$ cat src/rtl/traffic_pkg.sv
// Shared phase codes, lamp encodings and phase timing helpers for the
// two-road intersection sequencer.
package traffic_pkg;

    typedef logic [2:0] phase_t;
    typedef logic [2:0] light_t;

    localparam phase_t NS_GREEN  = 3'd0;
    localparam phase_t NS_YELLOW = 3'd1;
    localparam phase_t ALL_RED_A = 3'd2;
    localparam phase_t EW_GREEN  = 3'd3;
    localparam phase_t EW_YELLOW = 3'd4;
    localparam phase_t ALL_RED_B = 3'd5;

    // Lamp bits are {red, yellow, green}.
    localparam light_t RED = 3'b100;
    localparam light_t YEL = 3'b010;
    localparam light_t GRN = 3'b001;

    function automatic int unsigned phase_duration(
        input phase_t      p,
        input int unsigned green_s,
        input int unsigned yellow_s,
        input int unsigned all_red_s
    );
        int unsigned d;
        case (p)
            NS_GREEN, EW_GREEN:   d = green_s;
            NS_YELLOW, EW_YELLOW: d = yellow_s;
            default:              d = all_red_s;
        endcase
        return d;
    endfunction

    function automatic phase_t next_phase(input phase_t p);
        phase_t n;
        case (p)
            NS_GREEN:  n = NS_YELLOW;
            NS_YELLOW: n = ALL_RED_A;
            ALL_RED_A: n = EW_GREEN;
            EW_GREEN:  n = EW_YELLOW;
            EW_YELLOW: n = ALL_RED_B;
            default:   n = NS_GREEN;
        endcase
        return n;
    endfunction

endpackage

$ cat src/rtl/phase_counter.sv
// Loadable seconds down-counter; last flags the final second of a phase.
module phase_counter #(
    parameter int unsigned CNT_W = 6
) (
    input  logic             clk,
    input  logic             load,
    input  logic [CNT_W-1:0] load_value,
    input  logic             dec,
    output logic [CNT_W-1:0] count,
    output logic             last
);

    // NOTE: no reset of its own; the owner asserts load during reset, so the
    // count is defined from the first reset edge without a second reset path.
    always_ff @(posedge clk) begin
        if (load) begin
            count <= load_value;
        end else if (dec) begin
            count <= count - CNT_W'(1);
        end
    end

    assign last = (count == CNT_W'(1));

endmodule

$ cat src/rtl/traffic_phase_sequencer.sv
// Two-road light sequencer: steps NS/EW phases on one-second ticks, holds NS
// green until an EW request is latched, and restarts the divider on each phase.
module traffic_phase_sequencer
    import traffic_pkg::*;
#(
    parameter int unsigned GREEN_S   = 20,
    parameter int unsigned YELLOW_S  = 3,
    parameter int unsigned ALL_RED_S = 1,
    parameter int unsigned CNT_W     = 6
) (
    input  logic             clk,
    input  logic             reset,
    input  logic             sec_tick,
    input  logic             ew_car,
    output logic             devider_reset,
    output logic [2:0]       ns_light,
    output logic [2:0]       ew_light,
    output logic [2:0]       phase,
    output logic [CNT_W-1:0] secs_left
);

    phase_t           state_q;
    phase_t           next_state;
    phase_t           load_phase;
    light_t           ns_next;
    light_t           ew_next;
    logic             ew_req;
    logic             valid_tick;
    logic             last;
    logic             entry;
    logic [CNT_W-1:0] load_value;

    // A tick arriving while the divider is being restarted belongs to the old phase.
    assign valid_tick = sec_tick && !devider_reset;
    assign entry      = (next_state != state_q);
    assign load_phase = reset ? ALL_RED_B : next_state;
    assign load_value = CNT_W'(phase_duration(load_phase, GREEN_S, YELLOW_S, ALL_RED_S));
    assign phase      = state_q;

    phase_counter #(
        .CNT_W(CNT_W)
    ) u_counter (
        .clk       (clk),
        .load      (reset || entry),
        .load_value(load_value),
        .dec       (valid_tick && !last),
        .count     (secs_left),
        .last      (last)
    );

    // NOTE: sequential state uses non-blocking assignments so every register
    // samples pre-edge values regardless of statement order.
    always_ff @(posedge clk) begin
        if (reset) begin
            state_q       <= ALL_RED_B;
            devider_reset <= 1'b1;
            ns_light      <= RED;
            ew_light      <= RED;
            ew_req        <= 1'b0;
        end else begin
            state_q       <= next_state;
            devider_reset <= entry;
            ns_light      <= ns_next;
            ew_light      <= ew_next;
            if (entry && next_state == EW_GREEN) begin
                ew_req <= 1'b0;
            end else if (ew_car) begin
                ew_req <= 1'b1;
            end
        end
    end

    // NOTE: every combinational output gets a default first, so no path can
    // leave it unassigned and infer a latch.
    always_comb begin
        next_state = state_q;
        case (state_q)
            NS_GREEN: begin
                if (valid_tick && last && ew_req) next_state = NS_YELLOW;
            end
            NS_YELLOW, ALL_RED_A, EW_GREEN, EW_YELLOW, ALL_RED_B: begin
                if (valid_tick && last) next_state = next_phase(state_q);
            end
            default: next_state = ALL_RED_B;
        endcase
    end

    // Lamps are registered from the phase being entered so they move with phase.
    always_comb begin
        ns_next = RED;
        ew_next = RED;
        case (next_state)
            NS_GREEN:  ns_next = GRN;
            NS_YELLOW: ns_next = YEL;
            EW_GREEN:  ew_next = GRN;
            EW_YELLOW: ew_next = YEL;
            default:   ;
        endcase
    end

endmodule
$ cat config.mk
export PLATFORM = sky130hd
export DESIGN_NAME = traffic_phase_sequencer
export DESIGN_NICKNAME = d
export VERILOG_FILES = /design/src/rtl/traffic_pkg.sv /design/src/rtl/phase_counter.sv /design/src/rtl/traffic_phase_sequencer.sv
export SDC_FILE = /design/constraint.sdc
export NUM_CORES = 1
export LEC_CHECK = 0
export CAP_MARGIN = 20
export CELL_PAD_IN_SITES_DETAIL_PLACEMENT = 1
export CELL_PAD_IN_SITES_GLOBAL_PLACEMENT = 2
export CORE_ASPECT_RATIO = 0.9
export CORE_UTILIZATION = 31
export DETAILED_ROUTE_END_ITERATION = 8
export PLACE_DENSITY = 0.84
export SYNTH_ARGS = -nofsm -noshare
export SYNTH_HDL_FRONTEND = slang
export SYNTH_SLANG_ARGS = --single-unit
$ cat constraint.sdc
create_clock -name clk -period 6.27 [get_ports clk]
set_clock_uncertainty 0.2 [all_clocks]
set_input_delay 0.9405 -clock clk [delete_from_list [all_inputs] [get_ports clk]]
set_output_delay 0.9405 -clock clk [all_outputs]
set_load 0.02 [all_outputs]
Word level (Yosys, flattened, before mapping) --
Cells that the tools add are included.
Cells by class: reduce and logical (&&, ||, !) cells 16, bitwise operators 0, shift-type cells 0, add/sub/neg operators 1, muxes and demuxes 10, equal/unequal tests 13, multiply operators 0, divide/modulo/power cells 0, $lt $le $gt $ge 0
Operators with widths (count):
- 3-bit case mux with 2 select lines | 3
- 3-bit by 2-bit equality test with 1-bit output (second input constant) | 4
- 3-bit equality test (second input constant) | 4
- 6-bit 2-to-1 mux | 2
- 3-bit case mux with 4 select lines | 1
- 5-bit case mux with 2 select lines | 1
- 3-bit by 1-bit equality test with 1-bit output (second input constant) | 3
- 3-bit logical NOT | 3
- 3-bit 2-to-1 mux | 3
- 6-bit by 1-bit equality test with 1-bit output (second input constant) | 1
- 2-bit OR reduction | 3
- 6-bit by 1-bit subtractor with 6-bit output (second input constant) | 1
- 1-bit logical AND | 5
- 5-bit OR reduction | 1
- 3-bit != test | 1
- 1-bit logical NOT | 2
- 2-bit nonzero test | 1
- 1-bit logical OR | 1
Storage, ports and cells: input port bits 4, RAM bits 0, register bits after elaboration 17, memory bits (read-only) 0, bits in latches 0, output and inout port bits 16, logic and storage cells 46, memories 0

Depth between registers and ports, before layout --
Gate-level depths: netlist of the first run.
depth after elaboration 11, gate-level depth with buffers 6, depth with buffers taken out 6

By module --
Synthesis of the first run repeated with hierarchy kept, for this count alone.
Second synthesis, totals: cells, all modules 102, area total of the unflattened synthesis 954.7 µm²
Modules (own cells, without submodules):
- traffic_phase_sequencer | sequential area each 220.2 µm², cells an instance 68, area an instance 580.6 µm², instances 1
- phase_counter | sequential area each 180.2 µm², cells an instance 34, area an instance 374.1 µm², instances 1

Worst setup path after synthesis of the first run --
OpenSTA, ideal clock, no wires.
path type input to register, start in sec_tick, end reg u_counter.count[0] (enable), buffers on the path 0, path slack 3.641 ns, data required time 5.751 ns, cell stages on the path 4, arrival 2.110 ns, cell sequence or4b_4 > or3_4 > nand3b_2 > a31o_1
On the way: cells in the longest elaborated chain, start to end 8, elaborated cells between the ends (all ways) 10, those cells by class 1 x eq/ne; 3 x mux; 6 x reduce/logical
Ends and longest elaborated chain:
- start: declaration | RTL line traffic_phase_sequencer.sv:13 | input logic sec_tick,
- 1-bit logical AND (*) | RTL line traffic_phase_sequencer.sv:34 | assign valid_tick = sec_tick && !devider_reset;
- 1-bit logical AND | RTL line traffic_phase_sequencer.sv:79, traffic_phase_sequencer.sv:82
- 1-bit logical AND | RTL line traffic_phase_sequencer.sv:79 | if (valid_tick && last && ew_req) next_state = NS_YELLOW;
- 3-bit 2-to-1 mux | RTL line traffic_phase_sequencer.sv:79
- 3-bit case mux with 2 select lines | RTL line traffic_phase_sequencer.sv:77 | case (state_q)
- 3-bit != test | RTL line traffic_phase_sequencer.sv:35 | assign entry = (next_state != state_q);
- 1-bit logical OR | RTL line traffic_phase_sequencer.sv:44 | .load (reset || entry),
- 2-bit nonzero test (no source line) (*)
- end signal: assignment | RTL line phase_counter.sv:17 | count <= load_value;
- end signal: assignment | RTL line phase_counter.sv:19 | count <= count - CNT_W'(1);
- end: declaration | RTL line phase_counter.sv:9 | output logic [CNT_W-1:0] count,
Every way passes the cells marked *; elsewhere a longest branch is shown, timed or not. A chain may end at the register's enable or synchronous reset.

Final worst setup path of the first run --
start in sec_tick, end reg u_counter.count[1] (enable)
The elaborated chain is that of the path after synthesis.

==> results of run 1 <==
[sequential cells by signal, indices dropped and copies added, names as in the netlist]
| register | flops |
|---|---|
| ew_req | 1 |
| phase | 3 |
| ns_light | 3 |
| u_counter.count | 6 |
| ew_light | 3 |
| devider_reset | 1 |
[worst max-delay path, stage by stage]
cell	delay, ns
clkdlybuf4s50_1	0.49
or4b_4	0.50
or3_4	0.38
nand3b_2	0.14
a31o_1	0.28
[stage by stage]
stage	util	area (sq um)	worst slack [ns]
3_3_place_gp	0.4302	1107	3.046
4_1_cts	0.4404	1134	3.308
2_1_floorplan	-	884.6	3.641
3_5_place_dp	0.4302	1107	2.988
6_report	0.4404	1134	3.324
5_1_grt	0.4404	1134	3.261
[cells in the mapped netlist, types with 2 or more instances]
cell	number	share of area
a21o_1	2	0.017
a21oi_1	3	0.017
a311oi_1	2	0.020
a31oi_1	3	0.021
clkbuf_1	4	0.017
dfxtp_1	11	0.25
edfxtp_1	6	0.20
ha_1	2	0.028
inv_1	5	0.021
nand2_1	8	0.034
nand3_1	6	0.034
nor2_1	9	0.038
nor3_1	4	0.023
or3_1	3	0.021
xnor2_1	3	0.030
xor2_1	3	0.030
[cells by family after synthesis]
group                    after synthesis  synth area share
buffers and inverters                  9           0.03819
multiplexers                           1           0.01132
flip-flops                            17            0.4526
AND/OR/NAND/NOR                       40            0.2659
AO/OA/AOI/OAI                         17            0.1443
XOR/XNOR                               6           0.05942
adder cells (fa/ha/maj)                2           0.02828
[metal layers]
metal / up-vias / GRT usage / wire (um)
met2: 23 / 0.2529 / 955
met1: 357 / 0.2189 / 1062
met3: 4 / 0.03210 / 96
met5: - / 0 / 0
met4: 0 / 0.09524 / 53
li1: 370 / - / -
[cell type report]
class | instances | area (sq um) | area share
clock buffer | 4 | 26.28 | 0.02318
inverter | 5 | 18.77 | 0.01656
multi-input combinational | 66 | 450.4 | 0.3974
sequential | 17 | 400.4 | 0.3532
tap | 38 | 47.55 | 0.04194
timing repair buffer | 19 | 190.2 | 0.1678
[power by group]
part | total (W) | internal (W) | leakage, nW | switching, W
combinational | 0.0000564 | 0.0000267 | 0.235 | 0.0000298
clock | 0.0000605 | 0.0000248 | 0.0150 | 0.0000358
sequential | 0.000134 | 0.000123 | 0.151 | 0.0000108
total | 0.000251 | 0.000175 | 0.401 | 0.0000763
[worst max path at each step]
stage | end | slack (ns) | depth (start not counted)
2_1_floorplan | u_counter.count[0]$_DFFE_PP_ | 3.64 | 4
3_3_place_gp | u_counter.count[0]$_DFFE_PP_ | 3.05 | 5
3_5_place_dp | u_counter.count[0]$_DFFE_PP_ | 2.99 | 5
4_1_cts | u_counter.count[2]$_DFFE_PP_ | 3.31 | 5
5_1_grt | u_counter.count[1]$_DFFE_PP_ | 3.26 | 5
6_report | u_counter.count[1]$_DFFE_PP_ | 3.32 | 5
==> impl_metrics.ini, run 1 <==
[outcome]
status = completed

[finish]
layout.nets = 118
nFillCells = 299
final_common_cell = clkdlybuf4s50_1
final_cells = 149
syn_to_final_growth_pct = 28.15
final_cell_mix = clkdlybuf4s50_1 (19), dfxtp_1 (11), nor2_1 (9)
diodes = 0
drive_above_1_share = 0.09910

[flow_run]
cap_violations = 0

[synthesis]
synth.avg_cell_area_sq_um = 9.615
yosys_register_bits = 17
ys_seq_area_frac = 0.4526
syn-cell-area_sq_um = 884.6
synth_cell_types = 34
synth.net_count = 98
synthArstFlopShare = 0
synth_edf_count = 6
synth_warnings = 0
ys.flop_type = dfxtp_1
synthCells = 92

[clock_tree]
hold_buffers = 0
cts_root_buf = clkbuf_4
cts_buffers = 3
clk_pin_slew_worst_paths_ns = 0.10
clock_latency_ns = 0.29
clockBufferDepth = 2
cts_setup_buffers = 0
cts_tree = done
post_cts_resized = 0
htree_num_levels = 1
cts.sinks = 17

[global_routing]
overflow = 0
grt_first_pass_wirelength_um = 3663
track_usage = 0.1662
grt_max_degree = 17
grt_antenna_before_repair = 0
grt_pass1_vias = 767

[power]
p_leak_nw = 0.4015
p_per_area_nw_per_um2 = 221.6
power_w = 0.0002512
irDropWorstVdd_mv = 0.09686

[worst_setup_path]
crit_start = sec_tick
critical_path_class = in -> reg
r2r_start = u_counter.count[1]$_DFFE_PP_
r2r_slack_ns = 3.79
worstPathArrival_ns = 2.73
cp-start-kind = input port
end_kind = register
required_ns = 6.05
worst-path-max-fanout = 6
timing.rr.end = u_counter.count[1]$_DFFE_PP_
rr_worst_depth = 6

[sta]
slew_violations = 0
tns_ns = 0
setup_viol = 0
period_needed_ns = 2.946
hold_viol = 0
max_freq_mhz = 339.5
tightestPinTransition_ns = 0.7513
grt_setup_unrepaired = false
slew_headroom = 0.4981
hold_slack_ns = 0.3411
period_share = 0.4698

[min_path]
min_path_cells = 2
whs_endpoint = ew_req$_SDFFE_PP0P_
hold_class = reg -> reg
min_from = ew_req$_SDFFE_PP0P_

[die]
io_pins = 20
rows = 17
die_y_um = 52.68
die_width_um = 58.31
fp.dieArea_sq_um = 3071
start_util = 0.3437
core_area_sq_um = 2574

[routing]
drtIter0Drc = 15
final_antenna_net_count = 0
drc_errors = 0
via_per_inst = 5.060
first_pass_iters = 4
drt-total-wl_um = 2168
wl_per_cell_um = 14.55
vias = 754

[place]
dp_hpwl_um = 1609
io_buffers = 19
dp_cells = 145
gp_congestion = 0.7784
(Power assumes the default switching activity.)
==> inputs of run 2 (changes only) <==
- CORE_UTILIZATION: 31 -> 26
- PLACE_DENSITY: 0.84 -> 0.76
- clock period: 6.27 -> 2.6 ns (I/O delays scaled with it)
==> run 2 against run 1 <==
Net effect: via count grew 3.4%; clock-buffer cell count is the same; power grew to 2.7 times the previous value; sequential power grew 140%; sequential cell count is the same; worst setup slack lost 3.2 ns; worst hold slack gained 0.0037 ns; sequential share of layout area shrank 2.8 points; critical path type is now reg -> reg; wire length grew 10%; clock power grew to 3.4 times the previous value; first-iteration DRC count shrank 6.7%.
==> impl_metrics.ini, run 2 (synthesized netlist as in run 1, its figures left out) <==
[outcome]
status = completed

[finish]
nFillCells = 383
final_util = 0.3927
seq_area_sq_um = 400.4
syn_to_final_growth_pct = 39.32
multi_input_area_sq_um = 450.4
diodes = 0
top_register = u_counter.count
final_common_cell = clkdlybuf4s50_1
layout.nets = 128
drive_above_1_share = 0.1736
final_cell_mix = clkdlybuf4s50_1 (19), dfxtp_1 (11), buf_4 (10)
largest_reg_flops = 6

[power]
irDropWorstVdd_mv = 0.2059
p_leak_nw = 0.4573
p_switching_w = 0.0002029
p_sw_frac = 0.2954
seq_power_share = 0.464
internal_power_w = 0.0004841
power_frac_clock = 0.301
p_per_area_nw_per_um2 = 557.5
p_comb_frac = 0.235

[clock_tree]
cts_setup_buffers = 0
cts_buffers = 3
hold_buffers = 0
cts.sinks = 17
cts_root_buf = clkbuf_8
clk_pin_slew_worst_paths_ns = 0.07
clockBufferDepth = 2
post_cts_resized = 0
cts_tree = done
htree_num_levels = 1
clock_latency_ns = 0.26

[global_routing]
grt_antenna_before_repair = 0
track_usage = 0.1461
grt_pass1_vias = 814
grt_max_degree = 15
grt_first_pass_wirelength_um = 3995
overflow = 0

[sta]
slew_headroom = 0.6765
grt_setup_unrepaired = false
slew_violations = 0
period_needed_ns = 2.451
period_share = 0.9426
hold_viol = 0
max_freq_mhz = 408.0
tightestPinTransition_ns = 0.4816
hold_slack_ns = 0.3448
setup_viol = 0

[min_path]
min_from = ew_req$_SDFFE_PP0P_
min_path_cells = 2
whs_endpoint = ew_req$_SDFFE_PP0P_
hold_class = reg -> reg

[die]
rows = 19
die_width_um = 63.49
core_area_sq_um = 3138
start_util = 0.2819
fp.dieArea_sq_um = 3640
io_pins = 20
die_y_um = 57.34

[flow_run]
cap_violations = 0

[worst_setup_path]
worstPathArrival_ns = 2.19
required_ns = 2.34
timing.rr.end = u_counter.count[0]$_DFFE_PP_
rr_worst_depth = 6
worst-path-max-fanout = 6
r2r_start = u_counter.count[1]$_DFFE_PP_
critical_path_class = reg -> reg
r2r_slack_ns = 0.15
end_kind = register
cp-start-kind = register

[routing]
drtIter0Drc = 14
vias = 780
first_pass_iters = 4
via_per_inst = 4.785
drc_errors = 0
drt-total-wl_um = 2384
final_antenna_net_count = 0
wl_per_cell_um = 14.63

[place]
gp_congestion = 0.7832
dp_hpwl_um = 1816
io_buffers = 19
[run 2: layer usage]
metal  wire, um  vias to the layer above  global-route usage
li1           -                      391                   -
met2       1162                       17              0.2432
met3         84                        5             0.02000
met1       1078                      367              0.1840
met5          0                        -                   0
met4         58                        0             0.07792
[run 2: metrics by stage]
step	total power [W]	std cells	setup TNS (ns)	worst slack, ns	instance area [sq um]
floorplan	0.0004083	92	0	0.1978	884.6
global placement	0.0004821	159	0	0.03510	1187
detailed placement	0.0004857	159	-0.2072	-0.03465	1187
CTS	0.0006892	163	0	0.1348	1232
global route	0.0007136	163	0	0.008419	1232
finish	0.0006870	163	0	0.1491	1232
[run 2: critical path, stage by stage (launching register included)]
cell	delay (ns)
edfxtp_1	0.41
inv_1	0.10
ha_1	0.16
or3b_1	0.44
or3_4	0.43
nand3b_2	0.11
a31o_1	0.28
[run 2: cell type report]
type	count	share of cell area
Multi-Input combinational cell	66	0.3655
Sequential cell	17	0.3249
Timing Repair Buffer	29	0.2152
Tap cell	42	0.04264
Clock buffer	4	0.03655
Inverter	5	0.01523
[run 2: worst max-delay path by stage]
stage | from | to | slack (ns) | cells after the start
3_5_place_dp | sec_tick | u_counter.count[1]$_DFFE_PP_ | -0.03 | 5
6_report | u_counter.count[1]$_DFFE_PP_ | u_counter.count[0]$_DFFE_PP_ | 0.15 | 6
2_1_floorplan | u_counter.count[1]$_DFFE_PP_ | u_counter.count[0]$_DFFE_PP_ | 0.20 | 6
4_1_cts | u_counter.count[1]$_DFFE_PP_ | u_counter.count[0]$_DFFE_PP_ | 0.13 | 6
5_1_grt | u_counter.count[1]$_DFFE_PP_ | u_counter.count[2]$_DFFE_PP_ | 0.008 | 6
3_3_place_gp | sec_tick | u_counter.count[1]$_DFFE_PP_ | 0.04 | 5
[run 2: power by group through the flow]
| stage | registers, W | clock network (W) | logic [W] |
|---|---|---|---|
| 2_1_floorplan | 0.000342 | 0 | 0.0000659 |
| 3_3_place_gp | 0.000325 | 0 | 0.000158 |
| 3_5_place_dp | 0.000325 | 0 | 0.000161 |
| 4_1_cts | 0.000320 | 0.000207 | 0.000163 |
| 5_1_grt | 0.000323 | 0.000216 | 0.000174 |
| 6_report | 0.000319 | 0.000207 | 0.000162 |
